===== src/rtl/shadow_ram_ctrl_if.sv =====
// Bundle of the render read port and the host write/commit port of shadow_ram_ctrl.
// The master side is driven by the render stage and the host; the slave side is the controller.
// Ports:
//   rd_addr_i/rd_data_o          render read port
//   vsync_i                      frame sync
//   wr_valid_i/wr_ready_o/wr_addr_i/wr_data_i
//                                host write port
//   commit_i/busy_o/frame_swap_o commit handshake and status
interface shadow_ram_ctrl_if;
  logic [3:0] rd_addr_i;
  logic [4:0] rd_data_o;
  logic       vsync_i;
  logic       wr_valid_i;
  logic       wr_ready_o;
  logic [3:0] wr_addr_i;
  logic [4:0] wr_data_i;
  logic       commit_i;
  logic       busy_o;
  logic       frame_swap_o;

  modport master (
    output rd_addr_i, vsync_i, wr_valid_i, wr_addr_i, wr_data_i, commit_i,
    input  rd_data_o, wr_ready_o, busy_o, frame_swap_o
  );

  modport slave (
    input  rd_addr_i, vsync_i, wr_valid_i, wr_addr_i, wr_data_i, commit_i,
    output rd_data_o, wr_ready_o, busy_o, frame_swap_o
  );
endinterface


===== src/rtl/shadow_ram_ctrl.sv =====
// Frame-synchronous 16 x 5-bit shadow RAM: host edits a back bank, banks swap on vsync rise.
// Latency: read data registered, 1 cycle; swap 1 cycle after vsync_i rises; copy-back 16 cycles.
// Backpressure: wr_ready_o low while a commit is pending or the copy-back runs.
// Ports: render_clk_i/render_rst_i (async, active-high) plus bus (shadow_ram_ctrl_if.slave).
// Build option SHADOW_RAM_DBUF_EN: defined = dual bank with copy-back;
// undefined = single bank, writes land directly in the table being read.
module shadow_ram_ctrl (
  input  logic             render_clk_i,
  input  logic             render_rst_i,
  shadow_ram_ctrl_if.slave bus
);

  logic       vsync_q;
  logic       vsync_edge;
  logic [4:0] rd_data_q, rd_data_d;
  logic       frame_swap_q, frame_swap_d;

  assign vsync_edge       = bus.vsync_i & ~vsync_q;
  assign bus.rd_data_o    = rd_data_q;
  assign bus.frame_swap_o = frame_swap_q;

`ifdef SHADOW_RAM_DBUF_EN

  typedef enum logic [1:0] {IDLE, PENDING, COPY} state_t;

  state_t           state_q, state_d;
  logic             front_sel_q, front_sel_d;
  logic [3:0]       idx_q, idx_d;
  logic [15:0][4:0] bank0_q, bank0_d;
  logic [15:0][4:0] bank1_q, bank1_d;
  logic             wr_ready;
  logic             wr_fire;

  assign wr_ready       = (state_q == IDLE);
  assign wr_fire        = bus.wr_valid_i & wr_ready;
  assign bus.wr_ready_o = wr_ready;
  assign bus.busy_o     = (state_q != IDLE);

  // front_sel_q is still the old value on the swap edge, so that read sees the old table.
  assign rd_data_d = front_sel_q ? bank1_q[bus.rd_addr_i] : bank0_q[bus.rd_addr_i];

  always_comb begin
    state_d      = state_q;
    front_sel_d  = front_sel_q;
    idx_d        = idx_q;
    bank0_d      = bank0_q;
    bank1_d      = bank1_q;
    frame_swap_d = 1'b0;
    case (state_q)
      IDLE: begin
        // Host writes only ever target the back bank.
        if (wr_fire) begin
          if (front_sel_q) bank0_d[bus.wr_addr_i] = bus.wr_data_i;
          else             bank1_d[bus.wr_addr_i] = bus.wr_data_i;
        end
        if (bus.commit_i) state_d = PENDING;
      end
      PENDING: begin
        if (vsync_edge) begin
          front_sel_d  = ~front_sel_q;
          idx_d        = 4'd0;
          frame_swap_d = 1'b1;
          state_d      = COPY;
        end
      end
      COPY: begin
        // Refresh the new back bank from the new front so host edits start from what is shown.
        if (front_sel_q) bank0_d[idx_q] = bank1_q[idx_q];
        else             bank1_d[idx_q] = bank0_q[idx_q];
        idx_d = idx_q + 4'd1;
        if (idx_q == 4'd15) state_d = IDLE;
      end
      default: state_d = IDLE;
    endcase
  end

  always_ff @(posedge render_clk_i or posedge render_rst_i) begin
    if (render_rst_i) begin
      state_q     <= IDLE;
      front_sel_q <= 1'b0;
      idx_q       <= 4'd0;
      bank0_q     <= '0;
      bank1_q     <= '0;
    end else begin
      state_q     <= state_d;
      front_sel_q <= front_sel_d;
      idx_q       <= idx_d;
      bank0_q     <= bank0_d;
      bank1_q     <= bank1_d;
    end
  end

`else

  logic [15:0][4:0] bank_q, bank_d;
  logic             pending_q, pending_d;

  assign bus.wr_ready_o = 1'b1;
  assign bus.busy_o     = pending_q;
  assign rd_data_d      = bank_q[bus.rd_addr_i];

  always_comb begin
    bank_d       = bank_q;
    pending_d    = pending_q;
    frame_swap_d = 1'b0;
    if (bus.wr_valid_i) bank_d[bus.wr_addr_i] = bus.wr_data_i;
    // The frame boundary only acknowledges the commit; no data moves.
    if (pending_q && vsync_edge) begin
      pending_d    = 1'b0;
      frame_swap_d = 1'b1;
    end else if (bus.commit_i) begin
      pending_d = 1'b1;
    end
  end

  always_ff @(posedge render_clk_i or posedge render_rst_i) begin
    if (render_rst_i) begin
      bank_q    <= '0;
      pending_q <= 1'b0;
    end else begin
      bank_q    <= bank_d;
      pending_q <= pending_d;
    end
  end

`endif

  always_ff @(posedge render_clk_i or posedge render_rst_i) begin
    if (render_rst_i) begin
      vsync_q      <= 1'b0;
      rd_data_q    <= 5'd0;
      frame_swap_q <= 1'b0;
    end else begin
      vsync_q      <= bus.vsync_i;
      rd_data_q    <= rd_data_d;
      frame_swap_q <= frame_swap_d;
    end
  end

endmodule


===== src/flat_wrapper.sv =====
// flat-port wrapper written by rule: the top's interface ports become plain ports
module shadow_ram_ctrl_flat 
  (render_clk_i, render_rst_i, bus_rd_addr_i, bus_vsync_i, bus_wr_valid_i, bus_wr_addr_i, bus_wr_data_i, bus_commit_i, bus_rd_data_o, bus_wr_ready_o, bus_busy_o, bus_frame_swap_o);
  shadow_ram_ctrl_if bus_i ();
  input  logic render_clk_i;
  input  logic render_rst_i;
  input wire logic [$bits(bus_i.rd_addr_i)-1:0] bus_rd_addr_i;
  input wire logic [$bits(bus_i.vsync_i)-1:0] bus_vsync_i;
  input wire logic [$bits(bus_i.wr_valid_i)-1:0] bus_wr_valid_i;
  input wire logic [$bits(bus_i.wr_addr_i)-1:0] bus_wr_addr_i;
  input wire logic [$bits(bus_i.wr_data_i)-1:0] bus_wr_data_i;
  input wire logic [$bits(bus_i.commit_i)-1:0] bus_commit_i;
  output wire logic [$bits(bus_i.rd_data_o)-1:0] bus_rd_data_o;
  output wire logic [$bits(bus_i.wr_ready_o)-1:0] bus_wr_ready_o;
  output wire logic [$bits(bus_i.busy_o)-1:0] bus_busy_o;
  output wire logic [$bits(bus_i.frame_swap_o)-1:0] bus_frame_swap_o;
  assign bus_i.rd_addr_i = bus_rd_addr_i;
  assign bus_i.vsync_i = bus_vsync_i;
  assign bus_i.wr_valid_i = bus_wr_valid_i;
  assign bus_i.wr_addr_i = bus_wr_addr_i;
  assign bus_i.wr_data_i = bus_wr_data_i;
  assign bus_i.commit_i = bus_commit_i;
  assign bus_rd_data_o = bus_i.rd_data_o;
  assign bus_wr_ready_o = bus_i.wr_ready_o;
  assign bus_busy_o = bus_i.busy_o;
  assign bus_frame_swap_o = bus_i.frame_swap_o;
  shadow_ram_ctrl u_core (.render_clk_i(render_clk_i), .render_rst_i(render_rst_i), .bus(bus_i));
endmodule

===== config.mk =====
export PLATFORM = sky130hd
export DESIGN_NAME = shadow_ram_ctrl_flat
export DESIGN_NICKNAME = d
export VERILOG_FILES = /design/src/rtl/shadow_ram_ctrl_if.sv /design/src/rtl/shadow_ram_ctrl.sv /design/src/flat_wrapper.sv
export SDC_FILE = /design/constraint.sdc
export NUM_CORES = 1
export LEC_CHECK = 0
export ABC_AREA = 1
export CELL_PAD_IN_SITES_DETAIL_PLACEMENT = 2
export CELL_PAD_IN_SITES_GLOBAL_PLACEMENT = 2
export CORE_UTILIZATION = 37
export DETAILED_ROUTE_END_ITERATION = 12
export DONT_BUFFER_PORTS = 1
export GPL_TIMING_DRIVEN = 0
export PLACE_DENSITY = 0.89
export SETUP_SLACK_MARGIN = 0.3
export SLEW_MARGIN = 20
export SYNTH_ARGS = -nofsm -noshare
export SYNTH_HDL_FRONTEND = slang
export SYNTH_SLANG_ARGS = --single-unit

===== constraint.sdc =====
create_clock -name render_clk_i -period 3.8 [get_ports render_clk_i]
set_input_delay 0.57 -clock render_clk_i [delete_from_list [all_inputs] [get_ports render_clk_i]]
set_output_delay 0.57 -clock render_clk_i [all_outputs]
set_load 0.01 [all_outputs]

### Yosys cells after proc, flatten, opt, wreduce, memory -nomap -nowiden

Index checks and enable logic that the tools add are counted.

* flip-flop bits (word level): 88
* bits of input ports: 18
* output and inout bits: 8
* word-level logic and storage cells: 36

* $lt $le $gt $ge: 3
* muxes and demuxes: 8
* bitwise operators: 2
* reductions and logical operators: 3

Operators with widths (count)
* 80-bit bitwise mux: 1
* 5-bit binary-select mux with 4-bit select: 1
* 5-bit demux with 4-bit select: 1
* 4-bit by 5-bit less-than comparator with 1-bit output, second input constant: 2
* 5-bit 2-to-1 mux: 2
* 4-bit by 1-bit greater-or-equal comparator with 1-bit output, second input constant: 1
* 1-bit 2-to-1 mux: 3
* 1-bit logical AND: 2
* 2-bit nonzero test: 1
* 1-bit AND: 1
* 1-bit inverter: 1

### Logic depth before layout (Yosys ltp)

Gate-level depths: netlist (run 1).

* depth in word-level cells: 5
* depth in mapped cells: 9

### Least setup slack after synthesis (run 1)

Ideal clock, no wire load.

* path type: input -> register
* start: input bus_wr_addr_i[1]
* end: register u_core.bank_q[20] in the netlist's numbering
* arrival time: 1232 ps
* slack: 2439 ps
* stages on the path: 4
* cells stage by stage: nor2_1 > nand4_2 > nand2_1 > o21ai_0

* word-level cells in the longest chain between the ends: 5

Ends and longest elaborated chain
* from (decl): line flat_wrapper.sv:10 `input wire logic [$bits(bus_i.wr_addr_i)-1:0] bus_wr_addr_i;`
* 4-bit by 5-bit less-than comparator with 1-bit output (implied by the code) / 4-bit by 1-bit greater-or-equal comparator with 1-bit output (equally long branches): line shadow_ram_ctrl.sv:106 `if (bus.wr_valid_i) bank_d[bus.wr_addr_i] = bus.wr_data_i;`
* 1-bit logical AND (implied by the code): line shadow_ram_ctrl.sv:106
* 5-bit 2-to-1 mux (implied by the code): line shadow_ram_ctrl.sv:106
* 5-bit demux with 4-bit select *
* 80-bit bitwise mux *: line shadow_ram_ctrl.sv:106
* to (signal assigned): line shadow_ram_ctrl.sv:121 `bank_q <= bank_d;`
* to (decl): line shadow_ram_ctrl.sv:95 `logic [15:0][4:0] bank_q, bank_d;`

Every way passes the cells marked *; elsewhere a longest branch is shown, timed or not.
A chain may end at the register's enable or synchronous reset.

### Worst setup path in the final report (run 1)

* start: input bus_wr_addr_i[1]
* end: register u_core.bank_q[0] in the netlist's numbering

Same word-level chain as after synthesis.

==> impl_metrics.yaml, run 1 <==
global_route:
  antenna_found_initial: 0
  grt_max_degree: 49
  grt_pass1_vias: 4363
  grt_pass1_wl_um: 24700
  overflow: 0
  grt_use_total: 0.288
clock_tree:
  cts_tree: "done"
  postCtsSetupRepairBufs: 0
  cts_buffers: 9
  cts_root_buf: "clkbuf_16"
  cts_resized: 0
  hold_buffers: 0
  htree_levels: 3
  clock-sinks: 88
  clk_latency_ns: 0.35
  cts.clk_slew.worst_paths_ns: 0.07
  clk_path_buf_depth: 2
power:
  swShare: 0.313
  p_total_mw: 2.66
  p_seq_frac: 0.466
  power_frac_comb: 0.181
  pwr-share-clk: 0.353
  p_leak_nw: 2.34
  powerDensity_nw_per_um2: 565
  ir_drop_uv: 259
  p_int_mw: 1.82
  p_sw_mw: 0.832
route:
  vias: 3748
  viasPerCell: 5.36
  drt_pass1_iterations: 4
  drt_wl_total_um: 15400
  wl_per_cell_um: 22.1
  route.detailed.drc: 0
  antenna_left: 0
  drt-initial-drc-count: 213
timing:
  setup_ws_ns: 2.23
  period_needed_ns: 1.57
  setup_viol: 0
  worst_pin_slew_ns: 0.635
  max-slew-margin-rel: 0.577
  max_clock_freq_ghz: 0.636
  fin_skew_ns: 0.00745
  whs_ns: 0.176
  finalSetupTns_ns: 0
  period_share: 0.414
  hold_viol_final: 0
  rsz0062_at_grt: "no"
  drv_slew: 0
critical_path:
  cp.arrival_ns: 1.79
  cp-start-kind: "input port"
  crit_path_start: "bus_wr_addr_i[1]"
  reg2reg_to: "u_core.bus.rd_data_o[4]"
  rr_worst_depth: 6
  end_kind: "flop"
  path_max_fanout: 10
  worstPathRequired_ns: 4.01
  reg2reg_from: "u_core.bank_q[29]"
  worstSetupPathType: "in2reg"
  rrSetupSlack_ns: 2.69
cells_and_area:
  syn2layout_area_growth_pct: 11.9
  final_util: 0.430
  diodes: 0
  nNetsFinal: 572
  final_common_cell: "nand2_1"
  design_area_um2: 4700
  layout_common_cells: "nand2_1, dfrtp_1, inv_1"
  layout.cells.non_filler: 699
  drive_gt1_frac: 0.0751
  fillers: 1229
yosys:
  ys_warn_count: 0
  netlist_instances: 542
  ys_types: 17
  synth_area_leaders: "dfrtp_1, nand2_1, o21ai_0"
  synth.largest_area_cell: "dfrtp_1"
  synthesis.nets: 560
  yosys.area.top_type_share: 0.524
  seq_area_frac_synth: 0.524
  ys_seq_elements: 88
  syn_avg_cell_area_um2: 7.75
  syn_area_um2: 4200
worst_hold_path:
  hold_path_class: "in2async"
die:
  core_region_area_um2: 10900
  die_h_um: 109
  io_pins: 26
  die_area_um2: 11800
  die_w_um: 109
  rows: 38
  initial_core_util: 0.384
placement:
  place_congestion: 0.803
  dp_cells: 683
  pre_cts_slack_ns: 1.94
  place_area_um2: 4400
  hpwl_um: 10200
  io_buffers: 0
flow_run:
  drv_cap: 0
outcome:
  status: "finished, final reports clean"
[area by class of cell]
class / instances / area [um^2] / share of cell area
plain buffers: 16 / 75.1 / 0.0160
clock buffers: 13 / 260 / 0.0554
clock inverters: 3 / 40.0 / 0.00852
inverters: 86 / 325 / 0.0692
multi-input cells: 352 / 1600 / 0.341
flip-flops and latches: 88 / 2200 / 0.469
well taps: 140 / 175 / 0.0373
repair buffers: 1 / 20.0 / 0.00426
[state kept, by name (all words and copies together), names as in the netlist]
register / flops
u_core.bank_q: 80
u_core.bus.busy_o: 1
u_core.vsync_q: 1
u_core.bus.frame_swap_o: 1
u_core.bus.rd_data_o: 5
[critical path, stage by stage]
cell and delay, ns:
nor2_1 0.45, nand3_2 0.34, o21ai_0 0.43
[layer usage]
| metal | global-route usage | up-vias | share of wire |
|---|---|---|---|
| li1 | - | 1714 | - |
| met5 | 0 | - | 0 |
| met4 | 0.124 | 0 | 0.032 |
| met1 | 0.335 | 1931 | 0.41 |
| met3 | 0.0428 | 33 | 0.029 |
| met2 | 0.524 | 70 | 0.53 |
[cells in the mapped netlist]
| library cell | instances |
|---|---|
| nand2_1 | 181 |
| nor3_2 | 2 |
| inv_1 | 85 |
| o21ai_0 | 80 |
| buf_1 | 1 |
| nor2_1 | 8 |
| nand3_1 | 66 |
| clkinv_1 | 1 |
| conb_1 | 1 |
| buf_2 | 9 |
| nor2_2 | 2 |
| nor2_4 | 2 |
| nand3_2 | 9 |
| dfrtp_1 | 88 |
| nand4_2 | 1 |
| buf_4 | 1 |
| clkbuf_1 | 5 |
[worst max path at each step]
stage / to / slack, ns / cells past startpoint
after detailed placement: u_core.bus.rd_data_o[2] / 1.94 / 9
after CTS: u_core.bank_q[0] / 2.20 / 3
after global routing: u_core.bank_q[0] / 2.14 / 3
final: u_core.bank_q[0] / 2.23 / 3
after floorplan: u_core.bank_q[0] / 0.95 / 1
after global placement: u_core.bank_q[51] / -0.007 / 1
[logic make-up after synthesis]
family | count (synthesis) | synth area share
other | 1 | 0.000893
DFF | 88 | 0.524
and+or+nand+nor | 271 | 0.285
buffers and inverters | 102 | 0.0947
AOI/OAI and AO/OA | 80 | 0.0953
[power groups by stage]
stage	Clock (mW)	Sequential [mW]	Combinational, mW
2_1_floorplan	0	1.21	0.321
3_3_place_gp	0	1.23	0.405
3_5_place_dp	0	1.25	0.455
4_1_cts	0.947	1.24	0.487
5_1_grt	0.986	1.26	0.549
6_report	0.938	1.24	0.481
(Power assumes the default switching activity.)
==> run 2, diff against run 1 <==
Settings changed: CORE_UTILIZATION 37 to 34, PLACE_DENSITY 0.89 to 0.86.
Clock period 3.8 ns to 1.3 ns, I/O delays scaled along.
==> impl_metrics.yaml, run 2 (same netlist as run 1, synthesis figures left out) <==
critical_path:
  reg2reg_to: "u_core.bus.rd_data_o[4]"
  cp-start-kind: "flop"
  crit_path_start: "u_core.bank_q[24]"
  worstPathRequired_ns: 1.53
  worstSetupPathType: "reg2reg"
  path_max_fanout: 2
  end_kind: "flop"
  rr_worst_depth: 6
  crit_path_end: "u_core.bus.rd_data_o[4]"
  reg2reg_from: "u_core.bank_q[24]"
  cp.arrival_ns: 1.33
  rrSetupSlack_ns: 0.20
cells_and_area:
  regMostFlops: "u_core.bank_q"
  layout_common_cells: "nand2_1, dfrtp_1, o21ai_0"
  layout.cells.non_filler: 726
  largest_reg_flops: 80
  drive_gt1_frac: 0.197
  design_area_um2: 5140
  final_common_cell: "nand2_1"
  syn2layout_area_growth_pct: 22.5
  nNetsFinal: 593
  diodes: 0
clock_tree:
  cts_buffers: 9
  cts_tree: "done"
  cts_root_buf: "clkbuf_16"
  clk_path_buf_depth: 2
  clk_latency_ns: 0.36
  clock-sinks: 88
  htree_levels: 3
  cts.clk_slew.worst_paths_ns: 0.06
route:
  drt_pass1_iterations: 4
  route.detailed.drc: 0
  wl_per_cell_um: 21.3
  vias: 3826
  antenna_left: 0
  drt_wl_total_um: 15500
  drt-initial-drc-count: 146
  viasPerCell: 5.27
power:
  pwr-share-clk: 0.333
  ir_drop_uv: 597
  p_seq_frac: 0.456
  swShare: 0.316
  p_int_mw: 5.42
  p_sw_mw: 2.50
  powerDensity_nw_per_um2: 1540
  power_frac_comb: 0.211
  p_total_mw: 7.91
  p_leak_nw: 2.51
placement:
  io_buffers: 0
  place_congestion: 0.808
  place_area_um2: 4450
  dp_cells: 692
  hpwl_um: 9770
  pre_cts_slack_ns: -0.178
die:
  io_pins: 26
  die_w_um: 113
  initial_core_util: 0.350
  rows: 40
  die_h_um: 113
  die_area_um2: 12800
  core_region_area_um2: 12000
global_route:
  overflow: 0
  grt_use_total: 0.256
  antenna_found_initial: 0
  grt_pass1_vias: 4525
  grt_pass1_wl_um: 24200
  grt_max_degree: 32
worst_hold_path:
  hold_path_class: "in2reg"
  worstHoldStart: "bus_wr_data_i[3]"
timing:
  max_clock_freq_ghz: 0.908
  setup_viol: 0
  hold_viol_final: 0
  drv_slew: 0
  period_share: 0.847
  setup_ws_ns: 0.198
  rsz0062_at_grt: "yes"
  max-slew-margin-rel: 0.492
  period_needed_ns: 1.10
  fin_skew_ns: 0.00676
  worst_pin_slew_ns: 0.762
flow_run:
  drv_cap: 0
outcome:
  status: "finished, final reports clean"
run 2: cell count changes in the layout (fill, tap and decap cells not counted), sizes merged:
cell	delta
buf	+10
dlygate4sd3	+9
clkinvlp	+1
clkinv	+1
inv	-1
run 2: metal layers:
layer,vias up,wire length (um),global-route usage
met4,0,504,0.146
met5,-,0,0
li1,1760,-,-
met3,40,547,0.0434
met1,1950,6310,0.290
met2,76,8090,0.455
run 2: timing repair:
| action | 4_1_cts | 5_1_grt |
|---|---|---|
| setup buffers | 6 | 4 |
| resized for setup | 37 | 31 |
| hold buffers | 9 | 0 |
| pin swaps | 11 | 13 |
| setup endpoints to repair | 6 | 16 |
| hold endpoints to repair | 62 | 0 |
run 2: power groups by stage:
stage / clock network, mW / logic [mW] / registers, mW
2_1_floorplan: 0 / 0.939 / 3.54
3_3_place_gp: 0 / 1.19 / 3.59
3_5_place_dp: 0 / 1.33 / 3.63
4_1_cts: 2.67 / 1.53 / 3.58
5_1_grt: 2.75 / 1.89 / 3.66
6_report: 2.64 / 1.67 / 3.61
run 2: worst max-delay path, cell delays in order (launching register included):
cell and delay (ns):
dfrtp_1 0.39, inv_1 0.09, nand2_1 0.09, nand3_1 0.11, nand3_2 0.10, nand3_2 0.11, nand2_1 0.09
run 2: how the worst min path moves through the flow:
stage | to | slack [ns] | cells past startpoint
finish | u_core.bank_q[38] | 0.02 | 2
global route | u_core.bus.rd_data_o[0] | 0.01 | 2
CTS | u_core.bus.rd_data_o[3] | 0.003 | 2
detailed placement | u_core.bus.frame_swap_o | -0.03 | 1
global placement | u_core.vsync_q | 0.23 | 0
floorplan | u_core.vsync_q | 0.23 | 0
run 2: stage by stage:
stage	utilization	hold WS [ns]	TNS, ns
after floorplan	-	0.226	0
after global placement	0.365	0.227	-39.88
after detailed placement	0.370	-0.0312	-0.736
after CTS	0.418	0.00308	0
after global routing	0.428	0.00967	0
final	0.428	0.0172	0
run 2: layout make-up:
type	count	area (um^2)
plain buffers	16	85.1
well taps	147	184
inverters	86	327
clock buffers	11	243
flip-flops and latches	88	2200
multi-input cells	352	1830
repair buffers	22	225
clock inverters	4	45.0
fillers	1342	6870
==> run 3, diff against run 2 <==
Settings changed: CORE_UTILIZATION 34 to 37, PLACE_DENSITY 0.86 to 0.89.
Clock period 1.3 ns to 1.1 ns, I/O delays scaled along.
==> impl_metrics.yaml, run 3 (same netlist as run 1, synthesis figures left out) <==
outcome:
  status: "complete, but fails checks"
  violations: "negative hold slack, negative setup slack"
timing:
  drv_slew: 0
  worst_pin_slew_ns: 0.940
  setup_ws_ns: -0.0662
  fin_skew_ns: 0.0102
  period_share: 1.06
  whs_ns: -0.262
  period_needed_ns: 1.17
  hold_viol_final: 31
  max-slew-margin-rel: 0.373
  rsz0062_at_grt: "yes"
  max_clock_freq_ghz: 0.857
  setup_viol: 3
critical_path:
  worstSetupPathType: "reg2reg"
  path_max_fanout: 2
  cp.arrival_ns: 1.41
  end_kind: "flop"
  cp-start-kind: "flop"
  worstPathRequired_ns: 1.34
flow_run:
  drv_cap: 0
route:
  antenna_left: 0
  drt_pass1_iterations: 4
  vias: 4342
  drt-initial-drc-count: 263
  drt_wl_total_um: 21700
  wl_per_cell_um: 29.6
  route.detailed.drc: 0
  viasPerCell: 5.93
cells_and_area:
  nNetsFinal: 605
  largest_reg_flops: 80
  fillers: 1176
  layout_common_cells: "nand2_1, dfrtp_1, inv_1"
  regMostFlops: "u_core.bank_q"
  final_common_cell: "nand2_1"
  drive_gt1_frac: 0.270
  design_area_um2: 5540
  diodes: 0
  syn2layout_area_growth_pct: 31.8
die:
  die_h_um: 109
  rows: 38
  die_area_um2: 11800
  initial_core_util: 0.384
  die_w_um: 109
  io_pins: 26
  core_region_area_um2: 10900
global_route:
  antenna_found_initial: 0
  grt_pass1_vias: 4621
  grt_max_degree: 33
  grt_use_total: 0.336
  grt_pass1_wl_um: 28000
  overflow: 0
clock_tree:
  clk_path_buf_depth: 2
  clock-sinks: 88
  cts_tree: "done"
  cts_root_buf: "clkbuf_16"
  hold_buffers: 7
  cts.clk_slew.worst_paths_ns: 0.07
  cts_buffers: 9
  htree_levels: 3
  clk_latency_ns: 0.36
power:
  ir_drop_uv: 975
  p_total_mw: 10.3
  powerDensity_nw_per_um2: 1850
  p_leak_nw: 2.67
placement:
  place_congestion: 0.797
  pre_cts_slack_ns: -0.225
  io_buffers: 0
  place_area_um2: 4580
  hpwl_um: 10600
worst_hold_path:
  hold_path_class: "in2async"
==> run 3: changes by cell type in the layout (fill, tap and decap cells not counted), moves of 7 or more <==
cell	before	now
inv_1	74	65
dlygate4sd3_1	9	2
buf_6	0	13
o21ai_1	0	29
nand2_1	167	160
o21ai_0	80	44
o21ai_2	0	7
==> run 3: final timing paths <==
check,from,to,slack [ns],cells past startpoint
max in group asynchronous,render_rst_i,u_core.bank_q[43],0.52,3
min in group render_clk_i,bus_rd_addr_i[3],u_core.bus.rd_data_o[2],-0.06,2
hold / removal,render_rst_i,u_core.bus.frame_swap_o,-0.26,1
setup reg to reg,u_core.bank_q[44],u_core.bus.rd_data_o[4],-0.07,6
hold reg to reg,u_core.vsync_q,u_core.bus.frame_swap_o,0.42,1
setup / recovery,u_core.bank_q[44],u_core.bus.rd_data_o[4],-0.07,6
==> run 3: layer usage <==
| layer | vias up | GRT usage | share of wire |
|---|---|---|---|
| met1 | 2229 | 0.376 | 0.38 |
| met5 | - | 0 | 0 |
| li1 | 1805 | - | - |
| met2 | 222 | 0.588 | 0.50 |
| met3 | 86 | 0.0675 | 0.064 |
| met4 | 0 | 0.196 | 0.053 |
==> run 3: where the power goes <==
part           switching (mW)  leakage, nW  total (mW)  internal (mW)
sequential              0.485         1.09        4.40           3.91
combinational            1.74         1.44        2.66          0.921
clock                    1.44        0.134        3.20           1.77
total                    3.66         2.67        10.3           6.60
==> run 3: timing repair <==
| action | CTS | global route |
|---|---|---|
| endpoints found under the setup margin | 21 | 54 |
| resized for setup | 44 | 77 |
| buffers inserted | 10 | 14 |
| gates cloned | 0 | 1 |
| hold endpoints to repair | 64 | 31 |
| pin swaps | 24 | 25 |
==> run 3: worst max-delay path, cell delays in order, from the launching register on <==
cell	delay, ns
dfrtp_1	0.42
inv_1	0.10
nand2_1	0.08
nand3_1	0.11
nand3_1	0.17
nand3_2	0.11
nand2_1	0.07
==> run 3: through the flow <==
stage	std cells	util	TNS (ns)
2_1_floorplan	542	-	-7.63
3_3_place_gp	682	0.415	-51.78
3_5_place_dp	684	0.418	-1.25
4_1_cts	717	0.472	0
5_1_grt	732	0.507	-0.177
6_report	732	0.507	-0.136
==> run 3: cell type report <==
cell class                      count  area (um^2)  share of cell area
Buffer                             16          140              0.0253
Timing Repair Buffer               33          383              0.0691
Multi-Input combinational cell    353         2020               0.364
Inverter                           86          340              0.0614
Clock inverter                      3         42.5             0.00768
Tap cell                          140          175              0.0316
Clock buffer                       13          240              0.0434
Sequential cell                    88         2200               0.398
